==> src/rtl/router_wrap_link_pkg.sv <==
// Shared definitions for the credit-based link transmitter.
//   DATA_W_DEF : default flit payload width
//   CREDIT_W   : width of the credit counter (supports up to 15 credits)
//   tx_state_e : transmitter status FSM encoding
//   tx_state_of: maps buffer occupancy and credit availability to a state
package router_wrap_link_pkg;

  localparam int DATA_W_DEF = 32;
  localparam int CREDIT_W   = 4;

  typedef enum logic [1:0] {
    ST_IDLE  = 2'd0,  // buffer empty
    ST_SEND  = 2'd1,  // buffer holds flits and a credit is available
    ST_STALL = 2'd2   // buffer holds flits but the receiver is full
  } tx_state_e;

  function automatic tx_state_e tx_state_of(input logic fifo_nonempty,
                                            input logic credit_avail);
    tx_state_e st;
    if (!fifo_nonempty)    st = ST_IDLE;
    else if (credit_avail) st = ST_SEND;
    else                   st = ST_STALL;
    return st;
  endfunction

endpackage

==> src/rtl/router_wrap_tx_fifo.sv <==
// Transmit buffer: circular FIFO with wrapping read/write pointers.
// Ports:
//   clk, reset      : clock, synchronous active-low reset
//   i_push, i_data  : write one entry (ignored while full)
//   i_pop           : drop the head entry (ignored while empty)
//   o_head          : current head entry (undefined while empty)
//   o_count         : number of entries held, 0..DEPTH
module router_wrap_tx_fifo
  import router_wrap_link_pkg::*;
#(
  parameter int DATA_W = DATA_W_DEF,
  parameter int DEPTH  = 4
) (
  input  logic                   clk,
  input  logic                   reset,
  input  logic                   i_push,
  input  logic [DATA_W-1:0]      i_data,
  input  logic                   i_pop,
  output logic [DATA_W-1:0]      o_head,
  output logic [$clog2(DEPTH):0] o_count
);

  localparam int PTR_W = $clog2(DEPTH);
  localparam logic [PTR_W:0] FULL_CNT = (PTR_W + 1)'(DEPTH);

  logic [DATA_W-1:0] r_mem [DEPTH];
  logic [PTR_W-1:0]  r_wr_ptr;
  logic [PTR_W-1:0]  r_rd_ptr;
  logic [PTR_W:0]    r_count;
  logic              w_push;
  logic              w_pop;

  assign w_push  = i_push && (r_count != FULL_CNT);
  assign w_pop   = i_pop && (r_count != '0);
  assign o_head  = r_mem[r_rd_ptr];
  assign o_count = r_count;

  // DEPTH is a power of two, so pointer overflow is the modulo wrap.
  always_ff @(posedge clk) begin
    if (!reset) begin
      r_wr_ptr <= '0;
      r_rd_ptr <= '0;
      r_count  <= '0;
    end else begin
      if (w_push) r_wr_ptr <= r_wr_ptr + 1'b1;
      if (w_pop)  r_rd_ptr <= r_rd_ptr + 1'b1;
      case ({w_push, w_pop})
        2'b10:   r_count <= r_count + 1'b1;
        2'b01:   r_count <= r_count - 1'b1;
        default: r_count <= r_count;
      endcase
    end
  end

  // Storage needs no reset: the count and pointers define what is valid.
  always_ff @(posedge clk) begin
    if (w_push) r_mem[r_wr_ptr] <= i_data;
  end

endmodule

==> src/rtl/router_wrap_credit_tx.sv <==
// Credit-based link transmitter. Flits from a local source are buffered and
// launched onto the link one per cycle while the receiver has granted credit.
// Handshakes:
//   local side : a flit transfers on a rising edge where in_valid && in_ready;
//                in_ready depends only on the registered buffer count (and is
//                low while reset is asserted).
//   link side  : flit_valid is a one-cycle pulse per flit, each consuming one
//                credit; credit_in is a one-cycle pulse returning one credit.
// Ports:
//   clk, reset             : clock, synchronous active-low reset
//   in_valid/in_data/in_ready : local flit input
//   flit_valid/flit_data   : registered link output (data holds when idle)
//   credit_in              : receiver freed one slot
//   credit_cnt             : credits currently available
//   fifo_cnt               : flits currently buffered
//   credit_err             : sticky, a credit arrived while already at max
//   o_dbg_state            : status FSM (tx_state_e encoding)
module router_wrap_credit_tx
  import router_wrap_link_pkg::*;
#(
  parameter int DATA_W     = DATA_W_DEF,
  parameter int FIFO_DEPTH = 4,
  parameter int CREDITS    = 4
) (
  input  logic                        clk,
  input  logic                        reset,
  input  logic                        in_valid,
  input  logic [DATA_W-1:0]           in_data,
  output logic                        in_ready,
  output logic                        flit_valid,
  output logic [DATA_W-1:0]           flit_data,
  input  logic                        credit_in,
  output logic [CREDIT_W-1:0]         credit_cnt,
  output logic [$clog2(FIFO_DEPTH):0] fifo_cnt,
  output logic                        credit_err,
  output logic [1:0]                  o_dbg_state
);

  localparam int CNT_W = $clog2(FIFO_DEPTH) + 1;
  localparam logic [CNT_W-1:0]    FULL_CNT    = CNT_W'(FIFO_DEPTH);
  localparam logic [CREDIT_W-1:0] MAX_CREDITS = CREDIT_W'(CREDITS);

  logic [CNT_W-1:0]    w_fifo_cnt;
  logic [CNT_W-1:0]    w_fifo_nxt;
  logic [DATA_W-1:0]   w_head;
  logic                w_push;
  logic                w_launch;
  logic [CREDIT_W-1:0] w_credit_nxt;
  logic                w_err_set;
  tx_state_e           w_state_nxt;

  logic [CREDIT_W-1:0] r_credit_cnt;
  logic                r_credit_err;
  logic                r_flit_valid;
  logic [DATA_W-1:0]   r_flit_data;
  tx_state_e           r_state;

  router_wrap_tx_fifo #(
    .DATA_W (DATA_W),
    .DEPTH  (FIFO_DEPTH)
  ) u_fifo (
    .clk     (clk),
    .reset   (reset),
    .i_push  (w_push),
    .i_data  (in_data),
    .i_pop   (w_launch),
    .o_head  (w_head),
    .o_count (w_fifo_cnt)
  );

  // Registered count only: a launch in the same cycle cannot reopen a full
  // buffer, and an empty buffer never bypasses straight to the link.
  assign in_ready = reset && (w_fifo_cnt < FULL_CNT);
  assign w_push   = in_valid && in_ready;
  // Uses the registered credit count, so a credit arriving at zero only
  // makes the next cycle eligible.
  assign w_launch = reset && (w_fifo_cnt != '0) && (r_credit_cnt != '0);

  always_comb begin
    w_credit_nxt = r_credit_cnt;
    w_err_set    = 1'b0;
    case ({credit_in, w_launch})
      2'b10: begin
        if (r_credit_cnt == MAX_CREDITS) w_err_set = 1'b1;
        else                             w_credit_nxt = r_credit_cnt + 1'b1;
      end
      2'b01:   w_credit_nxt = r_credit_cnt - 1'b1;
      default: w_credit_nxt = r_credit_cnt;
    endcase
  end

  always_comb begin
    w_fifo_nxt = w_fifo_cnt;
    case ({w_push, w_launch})
      2'b10:   w_fifo_nxt = w_fifo_cnt + 1'b1;
      2'b01:   w_fifo_nxt = w_fifo_cnt - 1'b1;
      default: w_fifo_nxt = w_fifo_cnt;
    endcase
  end

  assign w_state_nxt = tx_state_of(w_fifo_nxt != '0, w_credit_nxt != '0);

  always_ff @(posedge clk) begin
    if (!reset) begin
      r_credit_cnt <= MAX_CREDITS;
      r_credit_err <= 1'b0;
      r_flit_valid <= 1'b0;
      r_flit_data  <= '0;
      r_state      <= ST_IDLE;
    end else begin
      r_credit_cnt <= w_credit_nxt;
      r_credit_err <= r_credit_err | w_err_set;
      r_flit_valid <= w_launch;
      if (w_launch) r_flit_data <= w_head;
      r_state      <= w_state_nxt;
    end
  end

  assign flit_valid  = r_flit_valid;
  assign flit_data   = r_flit_data;
  assign credit_cnt  = r_credit_cnt;
  assign fifo_cnt    = w_fifo_cnt;
  assign credit_err  = r_credit_err;
  assign o_dbg_state = r_state;

endmodule

==> config.mk <==
export PLATFORM = sky130hd
export DESIGN_NAME = router_wrap_credit_tx
export DESIGN_NICKNAME = d
export VERILOG_FILES = /design/src/rtl/router_wrap_link_pkg.sv /design/src/rtl/router_wrap_tx_fifo.sv /design/src/rtl/router_wrap_credit_tx.sv
export SDC_FILE = /design/constraint.sdc
export NUM_CORES = 1
export LEC_CHECK = 0
export BUFFER_PORTS_ARGS = -buffer_cell sky130_fd_sc_hd__buf_2
export CORE_ASPECT_RATIO = 0.8
export CORE_UTILIZATION = 40
export CTS_CLUSTER_SIZE = 8
export DETAILED_ROUTE_END_ITERATION = 10
export GPL_ROUTABILITY_DRIVEN = 0
export SYNTH_ARGS = -nofsm -noshare
export SYNTH_HDL_FRONTEND = slang
export SYNTH_SLANG_ARGS = --single-unit
export TNS_END_PERCENT = 30
==> constraint.sdc <==
create_clock -name clk -period 6.6 [get_ports clk]
set_input_delay 1.32 -clock clk [delete_from_list [all_inputs] [get_ports clk]]
set_output_delay 1.32 -clock clk [all_outputs]
set_load 0.01 [all_outputs]
==> reports/results.ini, run 1 <==
[power]
ir_drop_v=0.000198
power.density_nw_per_um2=398
power.leakage_nw=3.01

[clocking]
ctsLongestPathBuffers=2
clkSinkCount=175
cts_resized=0
cts_made_buffers=17
clockRootBuffer=clkbuf_16
cts.hold.buffers_added=0
h-tree-depth=4
clk_pin_slew_worst_paths_ns=0.07
cts_tree=done
worstSkewPairLatency_ns=0.42
postCtsSetupBuffers=0

[setup_path]
crit_family=buffers and inverters
critical_path.cell_chain=buf_2, o221ai_4, buf_4, inv_2, ha_1, nor2b_1, mux4_2, a311o_1, nor4b_2
cpPeakStageDelay_ns=0.69
crit_buf_inv=3
arrival_ns=4.57
cp.required_ns=6.94
end_kind=register
slowest_stage=buf_2
path_max_fanout=47
r2r-start=credit_cnt[0]$_SDFF_PN0_
reg2reg_depth=11
cp-start-kind=input pin
r2r-end=o_dbg_state[1]$_SDFF_PN0_
critPathKind=in2reg
ff2ff_setup_slack_ns=3.08

[timing]
grt_setup_unrepaired=no
totalNegativeSetupSlack_ns=0
period_minus_slack_ns=4.23
slew_viol_final=0
hold_viol=0
fmax_ghz=0.236
relSlewSlack=0.362
finalCritPeriodShare=0.641
fin_skew_ns=0.00821
setup_viol=0
setup_ws_ns=2.37
worst_pin_slew_ns=0.958

[min_path]
min_to=flit_data[24]$_SDFFE_PN0P_
hold_start=flit_data[24]$_SDFFE_PN0P_
min_delay_path_depth=2
hold_path_class=reg2reg

[synth]
syn_area_um2=6730
netlist_instances=422
avgSynthCellArea_um2=16.0
synth_edf_count=128
synth_nets=472
yosys.area.top_type=edfxtp_1
async_reset_ff_frac=0
yosysTopAreaCellShare=0.571
ys.flop_type=edfxtp_1
ys_seq_area_frac=0.711
ys_warn_count=0
ys_ff_latch=175
netlist_top_cells_area=edfxtp_1 57%, dfxtp_1 14%, mux4_2 11%, nand2_1 3.8%, ha_1 2.6%
synth_cell_types=45

[floorplan]
fp.coreArea_um2=16500
rows=42
chipHeight_um=118
boundaryPins=80
initial_core_util=0.408
dieArea_um2=17400
fp.dieW_um=147

[routing]
wire_per_inst_um=17.3
final_antenna_net_count=0
routed-via-count=3687
drt_iter0_markers=231
wirelength_mm=12.7
dr.pass1.iters=4
drc=0
via_per_inst=5.02

[layout]
multi_input_area_um2=1810
fill_cells=1452
regArea_um2=4790
layoutNonFillerInstCount=734
fin_nets=550
fin_util=0.483
drive_above_1_share=0.316
area_growth_pct=18.5

[global_route]
gr-usage-all-layers=0.156
grt_start_max_net_pins=48
gr-total-overflow=0
grt_pass1_wl_mm=19.9
antenna_found_initial=0
grt_pass1_vias=3689

[placed_design]
io_buffers=79
hpwlAfterDp_mm=7.55
dpl_worst_slack_ns=1.85
dpl.cell_count=701

[run]
drv_cap=0

[status]
status=complete, no violations

-- worst register-to-register path, delay by kind of cell (launching register included) --
family / cells / cell delay, ns
DFF: 1 / 0.47
adders and majority gates: 2 / 0.58
muxes: 1 / 0.46
buffers and inverters: 3 / 0.98
and+or+nand+nor: 3 / 0.47
AOI/OAI and AO/OA: 2 / 0.51
-- cells by family (layout without fill, tap and decap cells) --
kind of cell / after synthesis / in the layout / synth area share
adders and majority gates: 14 / 14 / 0.0260
muxes: 37 / 37 / 0.117
and+or+nand+nor: 135 / 135 / 0.0950
AOI/OAI and AO/OA: 19 / 19 / 0.0227
DFF: 175 / 175 / 0.711
other: 0 / 1 / 0
xor gates and xnor gates: 4 / 4 / 0.00520
buffers and inverters: 38 / 129 / 0.0238
-- power breakdown --
group / internal (mW) / switching (mW)
combinational: 0.319 / 0.363
sequential: 1.32 / 0.118
clock: 0.645 / 0.408
-- layout by cell type (no fill, tap or decap), drive strengths merged, types with 2 or more instances in the layout --
| cell type | netlist | final |
|---|---|---|
| a21boi | 3 | 3 |
| clkinv | 0 | 4 |
| bufinv | 0 | 4 |
| inv | 16 | 18 |
| dfxtp | 47 | 47 |
| mux2i | 3 | 3 |
| nor3 | 2 | 2 |
| or3 | 2 | 2 |
| clkinvlp | 0 | 3 |
| buf | 9 | 81 |
| clkbuf | 13 | 19 |
| and2 | 6 | 6 |
| edfxtp | 128 | 128 |
| mux4 | 33 | 33 |
| nor4b | 2 | 2 |
| nor2b | 5 | 5 |
| ha | 14 | 14 |
| nand3 | 35 | 35 |
| and3 | 5 | 5 |
| o21ai | 5 | 5 |
| o41ai | 2 | 2 |
| nor2 | 3 | 3 |
| nand2 | 69 | 69 |
| xnor2 | 4 | 4 |
-- how the worst max path moves through the flow --
stage / cells after the start / endpoint / slack, ns / start
6_report: 9 / o_dbg_state[1]$_SDFF_PN0_ / 2.37 / reset
5_1_grt: 9 / o_dbg_state[1]$_SDFF_PN0_ / 2.15 / reset
3_5_place_dp: 9 / o_dbg_state[1]$_SDFF_PN0_ / 1.85 / reset
3_3_place_gp: 9 / o_dbg_state[1]$_SDFF_PN0_ / 1.96 / reset
4_1_cts: 9 / o_dbg_state[1]$_SDFF_PN0_ / 2.30 / reset
2_1_floorplan: 9 / o_dbg_state[1]$_SDFF_PN0_ / 3.18 / reset
-- sequential cells by signal (all words and copies together) (netlist names) --
signal	flops
u_fifo.r_wr_ptr	2
credit_err	1
u_fifo.r_rd_ptr	2
flit_data	32
flit_valid	1
o_dbg_state	2
u_fifo.o_count	3
u_fifo.r_mem	128
credit_cnt	4
-- layer usage --
layer / track usage / share of wire
met1: 0.210 / 0.46
met2: 0.245 / 0.48
met3: 0.0422 / 0.045
met4: 0.0503 / 0.012
met5: 0 / 0
-- cell usage after synthesis, types with 4 or more instances --
library cell and n:
dfxtp_1 47, xnor2_1 4, mux4_2 33, inv_1 11
ha_1 14, edfxtp_1 128, nor2b_1 5, inv_2 5
and2_1 6, and3_1 5, nand3_1 35, clkbuf_1 12
nand2_1 69, buf_2 8
-- area by class of cell --
cell class,count,share of cell area
sequential,175,0.600
multi-input combinational,209,0.227
clock buffer,19,0.0555
timing repair buffer,81,0.0515
tap,220,0.0345
clock inverter,13,0.0234
inverter,16,0.00753
antenna,1,0.000314
-- stage by stage --
stage | total power, mW | area (um2) | hold WS (ns)
2_1_floorplan | 1.91 | 6730 | 0.467
3_3_place_gp | 2.15 | 7340 | 0.444
6_report | 3.18 | 7970 | 0.451
5_1_grt | 3.34 | 7970 | 0.467
4_1_cts | 3.22 | 7970 | 0.457
3_5_place_dp | 2.16 | 7340 | 0.445
Power figures use the tool's default switching activity.
==> run 2: changes to the inputs <==
==> constraint.sdc (replaced) <==
create_clock -name clk -period 4.2 [get_ports clk]
set_input_delay 0.84 -clock clk [delete_from_list [all_inputs] [get_ports clk]]
set_output_delay 0.84 -clock clk [all_outputs]
set_load 0.01 [all_outputs]
==> run 2 against run 1 <==
Effect of this change:
- non-clock buffer count rose by 2
- worst setup slack worse by 1.3 ns
- flip-flop and latch count did not move
- clock power increased by 44%
- register-to-register slack lost 2.0 ns
- routed wire length rose by 0.72%
- critical path depth is 2 higher
- clock-buffer cell count increased by 1
- utilization is 0.22 points lower
- die area did not move
- first-iteration DRC count grew 3.5%
- critical path type is now reg2reg
- critical endpoint is now o_dbg_state[0]$_SDFF_PN0_
- largest cell class unchanged
- highest routed layer is now met5
==> reports/results.ini, run 2 (synthesized netlist as in run 1, its figures left out) <==
[setup_path]
cp_common_cell=ha_1
critPathKind=reg2reg
arrival_ns=3.44
cpPeakStageDelay_ns=0.48
crit_family=buffers and inverters
crit_buf_inv=3
critical_path.cell_chain=inv_1, ha_1, nand2b_1, o221ai_4, inv_2, buf_4, ha_1, nor4b_1, mux2i_1, and3_1, a41oi_1
cp.required_ns=4.54
slowest_stage=dfxtp_1
cp-start-kind=register
end_kind=register
path_max_fanout=19

[run]
drv_cap=0

[power]
power.leakage_nw=3.01
ir_drop_v=0.000407
power.density_nw_per_um2=612

[clocking]
h-tree-depth=4
clockRootBuffer=clkbuf_16
postCtsSetupBuffers=0
cts_resized=0
clk_pin_slew_worst_paths_ns=0.06
clkSinkCount=175
cts_tree=done
worstSkewPairLatency_ns=0.43
cts.hold.buffers_added=0
ctsLongestPathBuffers=2
cts_made_buffers=17

[floorplan]
rows=42
dieArea_um2=17400
fp.coreArea_um2=16500
initial_core_util=0.408
boundaryPins=80
chipHeight_um=118
fp.dieW_um=147

[layout]
final_cell_mix=128 x edfxtp_1, 79 x buf_2, 69 x nand2_1
largest_register_ffs=128
drive_above_1_share=0.320
final_common_cell=edfxtp_1
area_growth_pct=17.9
fin_nets=552
multi_input_area_um2=1810
regArea_um2=4790
final_cell_area_um2=7940
fill_cells=1442
top_register=u_fifo.r_mem

[timing]
setup_viol=0
totalNegativeSetupSlack_ns=0
relSlewSlack=0.375
hold_ws_ns=0.448
finalCritPeriodShare=0.740
fin_skew_ns=0.0119
fmax_ghz=0.322
slew_viol_final=0
period_minus_slack_ns=3.11
worst_pin_slew_ns=0.938
hold_viol=0
grt_setup_unrepaired=no

[global_route]
grt_pass1_vias=3791
grt_start_max_net_pins=39
gr-total-overflow=0
grt_pass1_wl_mm=20.4
gr-usage-all-layers=0.159
antenna_found_initial=4

[routing]
routed-via-count=3668
final_antenna_net_count=0
drc=0
drt_iter0_markers=239
wire_per_inst_um=17.4
dr.pass1.iters=4
wirelength_mm=12.8
via_per_inst=4.98

[min_path]
hold_path_class=reg2reg

[placed_design]
io_buffers=79
hpwlAfterDp_mm=7.96
placedInstanceArea_um2=7360

[status]
status=complete, no violations

run 2: changes by cell type in the layout (fill, tap and decap cells not counted), sizes merged:
cell / before / now
buf: 81 / 83
clkbuf: 19 / 20
clkinv: 4 / 8
diode: 1 / 2
clkinvlp: 3 / 2
inv: 18 / 16
bufinv: 4 / 2
run 2: final timing paths:
check / startpoint / endpoint / slack [ns] / depth (start not counted)
setup / recovery: credit_cnt[0]$_SDFF_PN0_ / o_dbg_state[0]$_SDFF_PN0_ / 1.09 / 11
hold / removal: flit_data[16]$_SDFFE_PN0P_ / flit_data[16]$_SDFFE_PN0P_ / 0.45 / 2
hold reg to reg: flit_data[16]$_SDFFE_PN0P_ / flit_data[16]$_SDFFE_PN0P_ / 0.45 / 2
setup reg to reg: credit_cnt[0]$_SDFF_PN0_ / o_dbg_state[0]$_SDFF_PN0_ / 1.09 / 11
run 2: cell type report:
class / count / share of cell area
Sequential cell: 175 / 0.603
Clock inverter: 12 / 0.0150
Multi-Input combinational cell: 209 / 0.228
Timing Repair Buffer: 83 / 0.0536
Tap cell: 220 / 0.0347
Clock buffer: 20 / 0.0575
Inverter: 16 / 0.00757
Antenna cell: 2 / 0.000631
run 2: report_power, final:
group	switching, mW	internal, mW
logic	0.571	0.506
clock network	0.615	0.899
registers	0.190	2.08
run 2: worst register-to-register path, stage by stage, from the launching register on:
cell	delay, ns
dfxtp_1	0.48
inv_1	0.08
ha_1	0.27
nand2b_1	0.19
o221ai_4	0.13
inv_2	0.33
buf_4	0.32
ha_1	0.40
nor4b_1	0.29
mux2i_1	0.15
and3_1	0.18
a41oi_1	0.22
run 2: through the flow:
| step | util | std cells | total power [mW] | setup slack, ns |
|---|---|---|---|---|
| 5_1_grt | 0.481 | 737 | 5.11 | 0.823 |
| 2_1_floorplan | - | 422 | 3.00 | 1.26 |
| 6_report | 0.481 | 737 | 4.86 | 1.09 |
| 4_1_cts | 0.481 | 735 | 4.93 | 1.06 |
| 3_5_place_dp | 0.446 | 703 | 3.41 | 0.686 |
| 3_3_place_gp | 0.446 | 703 | 3.38 | 0.814 |
run 2: layer usage:
layer,vias up,share of wire,GRT usage
li1,1744,-,-
met1,1824,0.47,0.210
met2,79,0.47,0.247
met3,17,0.047,0.0477
met4,4,0.013,0.0619
met5,-,0.0021,0
==> run 3: changes to the inputs <==
==> constraint.sdc (replaced) <==
create_clock -name clk -period 3 [get_ports clk]
set_input_delay 0.6 -clock clk [delete_from_list [all_inputs] [get_ports clk]]
set_output_delay 0.6 -clock clk [all_outputs]
set_load 0.01 [all_outputs]
==> run 3 against run 2 <==
Effect of this change:
- first-iteration DRC count up 9.2%
- critical path depth did not move
- worst setup slack lost 0.77 ns
- critical path type unchanged
- routed wire length is essentially flat
- die area unchanged
- clock-buffer cell count grew 2
- total power up 40%
- non-clock buffer count is 10 higher
- critical endpoint unchanged
- sequential share of layout area decreased by 0.68 points
==> reports/results.ini, run 3 (synthesized netlist as in run 1, its figures left out) <==
[status]
status=complete, no violations

[timing]
hold_viol=0
setup_viol=0
period_minus_slack_ns=2.67
setup_ws_ns=0.326
finalCritPeriodShare=0.891
relSlewSlack=0.400
grt_setup_unrepaired=no
fmax_ghz=0.374
fin_skew_ns=0.0108
totalNegativeSetupSlack_ns=0
worst_pin_slew_ns=0.900
slew_viol_final=0

[layout]
area_growth_pct=19.3
fin_nets=562
top_register=u_fifo.r_mem
largest_register_ffs=128
drive_above_1_share=0.328
final_common_cell=edfxtp_1
final_cell_mix=128 x edfxtp_1, 79 x buf_2, 69 x nand2_1

[setup_path]
arrival_ns=3.02
slowest_stage=dfxtp_1
cp.required_ns=3.35
cp_common_cell=ha_1
cpPeakStageDelay_ns=0.42
critical_path.cell_chain=inv_1, ha_1, nand2b_1, o221ai_4, inv_2, buf_4, ha_1, nor4b_1, mux2i_1, and3_1, a41oi_1
cp-start-kind=register
crit_family=simple AND/OR/NAND/NOR gates
path_max_fanout=15
critPathKind=reg2reg
crit_buf_inv=3
end_kind=register

[power]
swShare=0.284
clkPwrFrac=0.309
p_seq_frac=0.458
power.leakage_nw=3.05
comb_power_share=0.233
p_switching_mw=1.93
p_int_mw=4.88
power.density_nw_per_um2=848
ir_drop_v=0.000454

[routing]
via_per_inst=5.01
drt_iter0_markers=261
wire_per_inst_um=17.2
wirelength_mm=12.8
dr.pass1.iters=4
routed-via-count=3737
drc=0
final_antenna_net_count=0

[floorplan]
fp.dieW_um=147
boundaryPins=80
initial_core_util=0.408
fp.coreArea_um2=16500
chipHeight_um=118
rows=42
dieArea_um2=17400

[clocking]
clk_pin_slew_worst_paths_ns=0.06
ctsLongestPathBuffers=2
cts.hold.buffers_added=0
cts_made_buffers=17
h-tree-depth=4
clockRootBuffer=clkbuf_16
clkSinkCount=175
postCtsSetupBuffers=0
cts_resized=0
cts_tree=done
worstSkewPairLatency_ns=0.42

[min_path]
hold_path_class=in2reg

[placed_design]
hpwlAfterDp_mm=8.17
io_buffers=79
dpl_worst_slack_ns=0.274

[run]
drv_cap=0

[global_route]
antenna_found_initial=1
grt_pass1_vias=3845
gr-total-overflow=0
grt_pass1_wl_mm=20.5
gr-usage-all-layers=0.160
grt_start_max_net_pins=35

==> run 3: changes by cell type in the layout (fill, tap and decap cells not counted), moves of 2 or more <==
cell | before | now
inv_6 | 0 | 2
clkinv_2 | 7 | 4
clkbuf_1 | 1 | 5
buf_4 | 4 | 11
clkbuf_8 | 2 | 0
buf_12 | 0 | 3
==> run 3: worst paths after layout <==
kind,startpoint,to,slack (ns),cells past startpoint
worst max register to register,credit_cnt[1]$_SDFF_PN0_,o_dbg_state[0]$_SDFF_PN0_,0.33,11
worst min-delay path,in_data[0],u_fifo.r_mem[1][0]$_DFFE_PP_,0.39,1
worst min register to register,flit_data[13]$_SDFFE_PN0P_,flit_data[13]$_SDFFE_PN0P_,0.45,2
worst max-delay path,credit_cnt[1]$_SDFF_PN0_,o_dbg_state[0]$_SDFF_PN0_,0.33,11
==> run 3: layout make-up <==
type | count | area (um2)
fillers | 1418 | 8470
flip-flops and latches | 175 | 4790
multi-input cells | 209 | 1810
repair buffers | 93 | 538
clock buffers | 22 | 444
well taps | 220 | 275
clock inverters | 10 | 113
inverters | 16 | 60.1
diodes | 1 | 2.50
==> run 3: layer usage <==
metal | vias to the layer above | GRT usage | wire, um
li1 | 1766 | - | -
met1 | 1877 | 0.218 | 6070
met2 | 72 | 0.242 | 5930
met3 | 20 | 0.0504 | 599
met4 | 2 | 0.0593 | 200
met5 | - | 0 | 10
==> run 3: power by group through the flow <==
stage / sequential, mW / combinational, mW / clock (mW)
after detailed placement: 3.18 / 1.61 / 0
final: 3.12 / 1.59 / 2.10
after CTS: 3.13 / 1.62 / 2.15
after global placement: 3.17 / 1.59 / 0
after global routing: 3.17 / 1.76 / 2.26
after floorplan: 3.20 / 0.996 / 0
==> run 3: per-stage QoR <==
step | util | instance area, um2 | hold WS (ns) | cells | power, mW
3_3_place_gp | 0.453 | 7470 | 0.438 | 713 | 4.77
5_1_grt | 0.487 | 8030 | 0.367 | 745 | 7.19
3_5_place_dp | 0.453 | 7470 | 0.442 | 713 | 4.79
2_1_floorplan | - | 6730 | 0.467 | 422 | 4.20
6_report | 0.487 | 8030 | 0.389 | 746 | 6.81
4_1_cts | 0.486 | 8030 | 0.365 | 745 | 6.90
